## src/rtl/drum_pkg.sv

```systemverilog
// Shared types and defaults for the drum voice sequencer.
// DRUM_LOOP_EN (optional) enables per-channel looping in drum_voice_chan.
package drum_pkg;

    localparam int unsigned DEF_ADDR_W  = 15;
    localparam int unsigned DEF_MAX_LEN = 16481;

    typedef enum logic {
        ST_IDLE = 1'b0,
        ST_PLAY = 1'b1
    } chan_state_t;

    // Width of a packed per-channel bus (addr/len).
    function automatic int unsigned bus_w(input int unsigned nch, input int unsigned w);
        return nch * w;
    endfunction

endpackage

```

## src/rtl/drum_voice_chan.sv

```systemverilog
// One drum voice: one-shot address counter with length latched at trigger.
// DRUM_LOOP_EN adds a loop input that wraps at the end instead of stopping.
module drum_voice_chan
    import drum_pkg::*;
#(
    parameter int unsigned ADDR_W  = DEF_ADDR_W,
    parameter int unsigned MAX_LEN = DEF_MAX_LEN
) (
    input  logic              clk,
    input  logic              resetn,
    input  logic              tick,
    input  logic              go,
    input  logic              stop_all,
`ifdef DRUM_LOOP_EN
    input  logic              loop,
`endif
    input  logic [ADDR_W-1:0] len,
    output logic [ADDR_W-1:0] addr,
    output logic              active,
    output logic              done
);

    localparam logic [ADDR_W-1:0] MAX_L = ADDR_W'(MAX_LEN);

    chan_state_t       state, state_n;
    logic [ADDR_W-1:0] lat, lat_n;
    logic [ADDR_W-1:0] addr_n;
    logic              done_n;
    logic [ADDR_W-1:0] len_clamp;
    logic              wrap;

    assign len_clamp = (len > MAX_L) ? MAX_L : len;
`ifdef DRUM_LOOP_EN
    assign wrap = loop;
`else
    assign wrap = 1'b0;
`endif

    always_ff @(posedge clk or negedge resetn) begin
        if (!resetn) begin
            state <= ST_IDLE;
            lat   <= '0;
            addr  <= '0;
            done  <= 1'b0;
        end else begin
            state <= state_n;
            lat   <= lat_n;
            addr  <= addr_n;
            done  <= done_n;
        end
    end

    // Priority: stop_all over go over tick.
    always_comb begin
        state_n = state;
        lat_n   = lat;
        addr_n  = addr;
        done_n  = 1'b0;
        if (stop_all) begin
            state_n = ST_IDLE;
            addr_n  = '0;
        end else if (go) begin
            lat_n   = len_clamp;
            addr_n  = '0;
            state_n = (len_clamp == '0) ? ST_IDLE : ST_PLAY;
        end else if (state == ST_PLAY && tick) begin
            if (addr == lat - 1'b1) begin
                addr_n  = '0;
                done_n  = 1'b1;
                state_n = wrap ? ST_PLAY : ST_IDLE;
            end else begin
                addr_n = addr + 1'b1;
            end
        end
    end

    assign active = (state == ST_PLAY);

endmodule

```

## src/rtl/drum_voice_counter.sv

```systemverilog
// Multi-channel drum sample-address sequencer; packs NUM_CH drum_voice_chan.
// DRUM_LOOP_EN adds the per-channel loop input port.
module drum_voice_counter
    import drum_pkg::*;
#(
    parameter int unsigned NUM_CH  = 4,
    parameter int unsigned ADDR_W  = DEF_ADDR_W,
    parameter int unsigned MAX_LEN = DEF_MAX_LEN
) (
    input  logic                                clk,
    input  logic                                resetn,
    input  logic                                tick,
    input  logic [NUM_CH-1:0]                   go,
    input  logic                                stop_all,
`ifdef DRUM_LOOP_EN
    input  logic [NUM_CH-1:0]                   loop,
`endif
    input  logic [bus_w(NUM_CH, ADDR_W)-1:0]    len,
    output logic [bus_w(NUM_CH, ADDR_W)-1:0]    addr,
    output logic [NUM_CH-1:0]                   active,
    output logic [NUM_CH-1:0]                   done,
    output logic                                any_active
);

    for (genvar i = 0; i < NUM_CH; i++) begin : g_ch
        drum_voice_chan #(
            .ADDR_W  (ADDR_W),
            .MAX_LEN (MAX_LEN)
        ) u_chan (
            .clk      (clk),
            .resetn   (resetn),
            .tick     (tick),
            .go       (go[i]),
            .stop_all (stop_all),
`ifdef DRUM_LOOP_EN
            .loop     (loop[i]),
`endif
            .len      (len[i*ADDR_W +: ADDR_W]),
            .addr     (addr[i*ADDR_W +: ADDR_W]),
            .active   (active[i]),
            .done     (done[i])
        );
    end

    assign any_active = |active;

endmodule
```

## config.mk

```make
export PLATFORM = sky130hd
export DESIGN_NAME = drum_voice_counter
export DESIGN_NICKNAME = d
export VERILOG_FILES = /design/src/rtl/drum_pkg.sv /design/src/rtl/drum_voice_chan.sv /design/src/rtl/drum_voice_counter.sv
export SDC_FILE = /design/constraint.sdc
export NUM_CORES = 1
export LEC_CHECK = 0
export ABC_AREA = 1
export BUFFER_PORTS_ARGS = -buffer_cell sky130_fd_sc_hd__buf_2
export CAP_MARGIN = 0
export CORE_MARGIN = 2
export CORE_UTILIZATION = 50
export DETAILED_ROUTE_END_ITERATION = 12
export PLACE_DENSITY = 0.72
export SLEW_MARGIN = 15
export SYNTH_ARGS = -nofsm -noshare
export SYNTH_HDL_FRONTEND = slang
export SYNTH_SLANG_ARGS = --single-unit
```

## constraint.sdc

```tcl
create_clock -name clk -period 2.15 [get_ports clk]
set_input_delay 0.1075 -clock clk [delete_from_list [all_inputs] [get_ports clk]]
set_output_delay 0.1075 -clock clk [all_outputs]
set_load 0.005 [all_outputs]
```

==> flow_summary.json <==
{
  "initial_utilization": 0.508,
  "p_per_area_nw_per_um2": 684,
  "ys_seq_area_frac": 0.367,
  "row_count": 48,
  "hp-class": "input pin to register",
  "skew_ps": 10.4,
  "fin_crit_ps": 2010,
  "core_area_um2": 17200,
  "synth.cell_area_um2": 8730,
  "fp.dieH_um": 136,
  "synthMostInstantiatedCell": "nand2_1",
  "dr.pass1.iters": 5,
  "cts_tree": "built",
  "synth_cell_types": 43,
  "peakVddDrop_mv": 0.580,
  "crit_slowest_cell": "dfrtp_1",
  "fmax_mhz": 498,
  "setup_viol": 0,
  "synthFlopType": "dfrtp_1",
  "grt_pass1_wl_mm": 39.2,
  "place_congestion": 0.894,
  "startpoint": "g_ch[0].u_chan.lat[1]$_DFFE_PN0P_",
  "synth_compound_area_frac": 0.0957,
  "antenna_found_initial": 0,
  "critPathMaxStageDelay_ps": 380,
  "hold_viol_final": 0,
  "num_antenna_cells": 0,
  "yosys_warnings": 0,
  "synthSimpleGateAreaFrac": 0.342,
  "drtIter0Drc": 500,
  "synth_top_family_by_area": "simple AND/OR/NAND/NOR gates",
  "area_growth_syn_to_layout_pct": 26.3,
  "path_cells": "inv_1 > ha_4 > inv_1 > nand2_1 > nand2_1 > nor2_2 > nand3_2 > nor2_2 > nand2_1 > nor2_1 > nand4_2 > nand2_2 > buf_12 > a21oi_1",
  "slew_violations": 0,
  "cts_sinks": 128,
  "postLayoutCoreUtil": 0.642,
  "synth_top_cell_area_share": 0.367,
  "cp.required_ps": 2450,
  "dpl.hpwl_mm": 17.6,
  "crit_end": "g_ch[0].u_chan.addr[2]$_DFFE_PN0P_",
  "pre_cts_ws_ps": 70.2,
  "reg2reg_from": "g_ch[0].u_chan.lat[1]$_DFFE_PN0P_",
  "synth-seq-cells": 128,
  "crit_top_cell": "nand2_1",
  "synth_commonest_cells": "339 x nand2_1, 174 x inv_1, 131 x nor2_1",
  "crit_fanout": 12,
  "r2r-end": "g_ch[0].u_chan.addr[2]$_DFFE_PN0P_",
  "grt.total_usage": 0.266,
  "wl_per_cell_um": 14.3,
  "final_antenna_net_count": 0,
  "power.leakage_nw": 5.53,
  "synth_area_leaders": "dfrtp_1 37%, nand2_1 15%, inv_1 7.5%",
  "n_fill_cell": 1547,
  "syn-num-nets": 1331,
  "layout.nets": 1540,
  "max_slew_margin": 0.617,
  "routed_wl_mm": 24.3,
  "end_kind": "register",
  "multi_input_area_um2": 4810,
  "die-area_um2": 18500,
  "clock_latency_ps": 420,
  "clkTransAtPathRegs_ps": 60,
  "overflow": 0,
  "io_buffers": 136,
  "grt_pass1_vias": 8502,
  "synth_edf_count": 0,
  "status": "finished, final reports clean",
  "maxCapViolCount": 0,
  "worst_pin_slew_ps": 575,
  "cts_buffers": 17,
  "seq_area_um2": 3200,
  "fin_ws_ps": 140,
  "crit_type": "register to register",
  "drive_gt1_frac": 0.173,
  "synth_fa_ha_area_frac": 0.0115,
  "syn_inst": 1255,
  "rrSetupSlack_ps": 140,
  "worst_r2r_path_depth": 14,
  "die_x_um": 136,
  "synthMuxAreaShare": 0,
  "synthArstFlopShare": 1.00,
  "yosysTopAreaCell": "dfrtp_1",
  "viasPerCell": 5.20,
  "drt_drc_violations_left": 0,
  "min_period_over_period": 0.935,
  "avgSynthCellArea_um2": 6.96,
  "ctsRootBufferMaster": "clkbuf_16",
  "cts_buffer_depth": 2,
  "h-tree-depth": 4,
  "vias": 8837,
  "cp_data_arrival_time_ps": 2310,
  "ios": 137,
  "total_power_mw": 7.54,
  "grt_max_degree": 84,
  "synth_xor_xnor_area_share": 0.0893,
  "setup_tns_ps": 0,
  "startpoint_type": "register"
}
## final cells by class
| type | count | area share |
|---|---|---|
| clock inverters | 10 | 0.0122 |
| well taps | 225 | 0.0255 |
| multi-input cells | 924 | 0.436 |
| inverters | 176 | 0.0599 |
| repair buffers | 217 | 0.133 |
| clock buffers | 21 | 0.0426 |
| flip-flops and latches | 128 | 0.290 |
## metal layers
layer,vias to the layer above,GRT usage,share of wire
met1,4076,0.328,0.44
met2,271,0.461,0.49
met4,0,0.0995,0.025
li1,4430,-,-
met5,-,0,0
met3,60,0.0511,0.050
## worst min-delay path by stage
stage,slack (ps),start,depth (start not counted),endpoint
CTS,4,len[35],4,g_ch[2].u_chan.lat[5]$_DFFE_PN0P_
global route,20,len[35],4,g_ch[2].u_chan.lat[5]$_DFFE_PN0P_
floorplan,-190,resetn,0,g_ch[0].u_chan.active$_DFFE_PN0P_
finish,8,stop_all,2,g_ch[2].u_chan.done$_DFF_PN0_
detailed placement,160,resetn,2,g_ch[1].u_chan.addr[11]$_DFFE_PN0P_
global placement,150,resetn,2,g_ch[1].u_chan.addr[11]$_DFFE_PN0P_
## through the flow
step,instance area (µm²),hold WS (ps),instances
floorplan,8730,-188,1255
global placement,9740,148,1612
detailed placement,9740,158,1612
CTS,10900,4.33,1698
global route,11000,19.9,1701
finish,11000,8.12,1701
## cell families after synthesis
kind of cell / after synthesis
fa+ha+maj: 8
buf+inv: 203
simple gates: 673
xor+xnor: 89
flops: 128
compound gates: 154
## report_power, final
group          switching [mW]  internal, mW
combinational            1.04         0.705
clock                    1.10          1.90
sequential              0.212          2.58
## registers in the layout (all words and copies together) (netlist names)
name / flops
g_ch.u_chan.lat: 60
g_ch.u_chan.addr: 60
g_ch.u_chan.active: 4
g_ch.u_chan.done: 4
## worst max-delay path, delay by kind of cell, from the launching register on
kind	cells	cell delay [ps]
AOI/OAI and AO/OA	1	80
adders and majority gates	1	270
buffers and inverters	3	250
DFF	1	380
and+or+nand+nor	9	900
## what timing repair did
item,4_1_cts,5_1_grt
endpoints found under the hold margin,182,0
hold buffers,55,0
buffers inserted,0,3
setup endpoints to repair,0,61
resized for setup,0,28
## cells in the final DEF, fill, tap and decap left out, types with 11 or more instances in the layout
| cell | instances |
|---|---|
| clkbuf_16 | 17 |
| nand2_2 | 13 |
| nor2_4 | 11 |
| buf_2 | 135 |
| nor2_2 | 16 |
| nor4_1 | 11 |
| nor2_1 | 125 |
| nor3_1 | 12 |
| dfrtp_1 | 128 |
| nand3b_1 | 12 |
| a21oi_1 | 56 |
| inv_1 | 172 |
| o22ai_1 | 13 |
| buf_4 | 23 |
| nand2_1 | 337 |
| nand4_1 | 24 |
| o21ai_0 | 66 |
| xor2_1 | 54 |
| dlygate4sd3_1 | 55 |
| nand3_1 | 91 |
| xnor2_1 | 35 |
No activity file was read; power rests on OpenSTA's default activity.
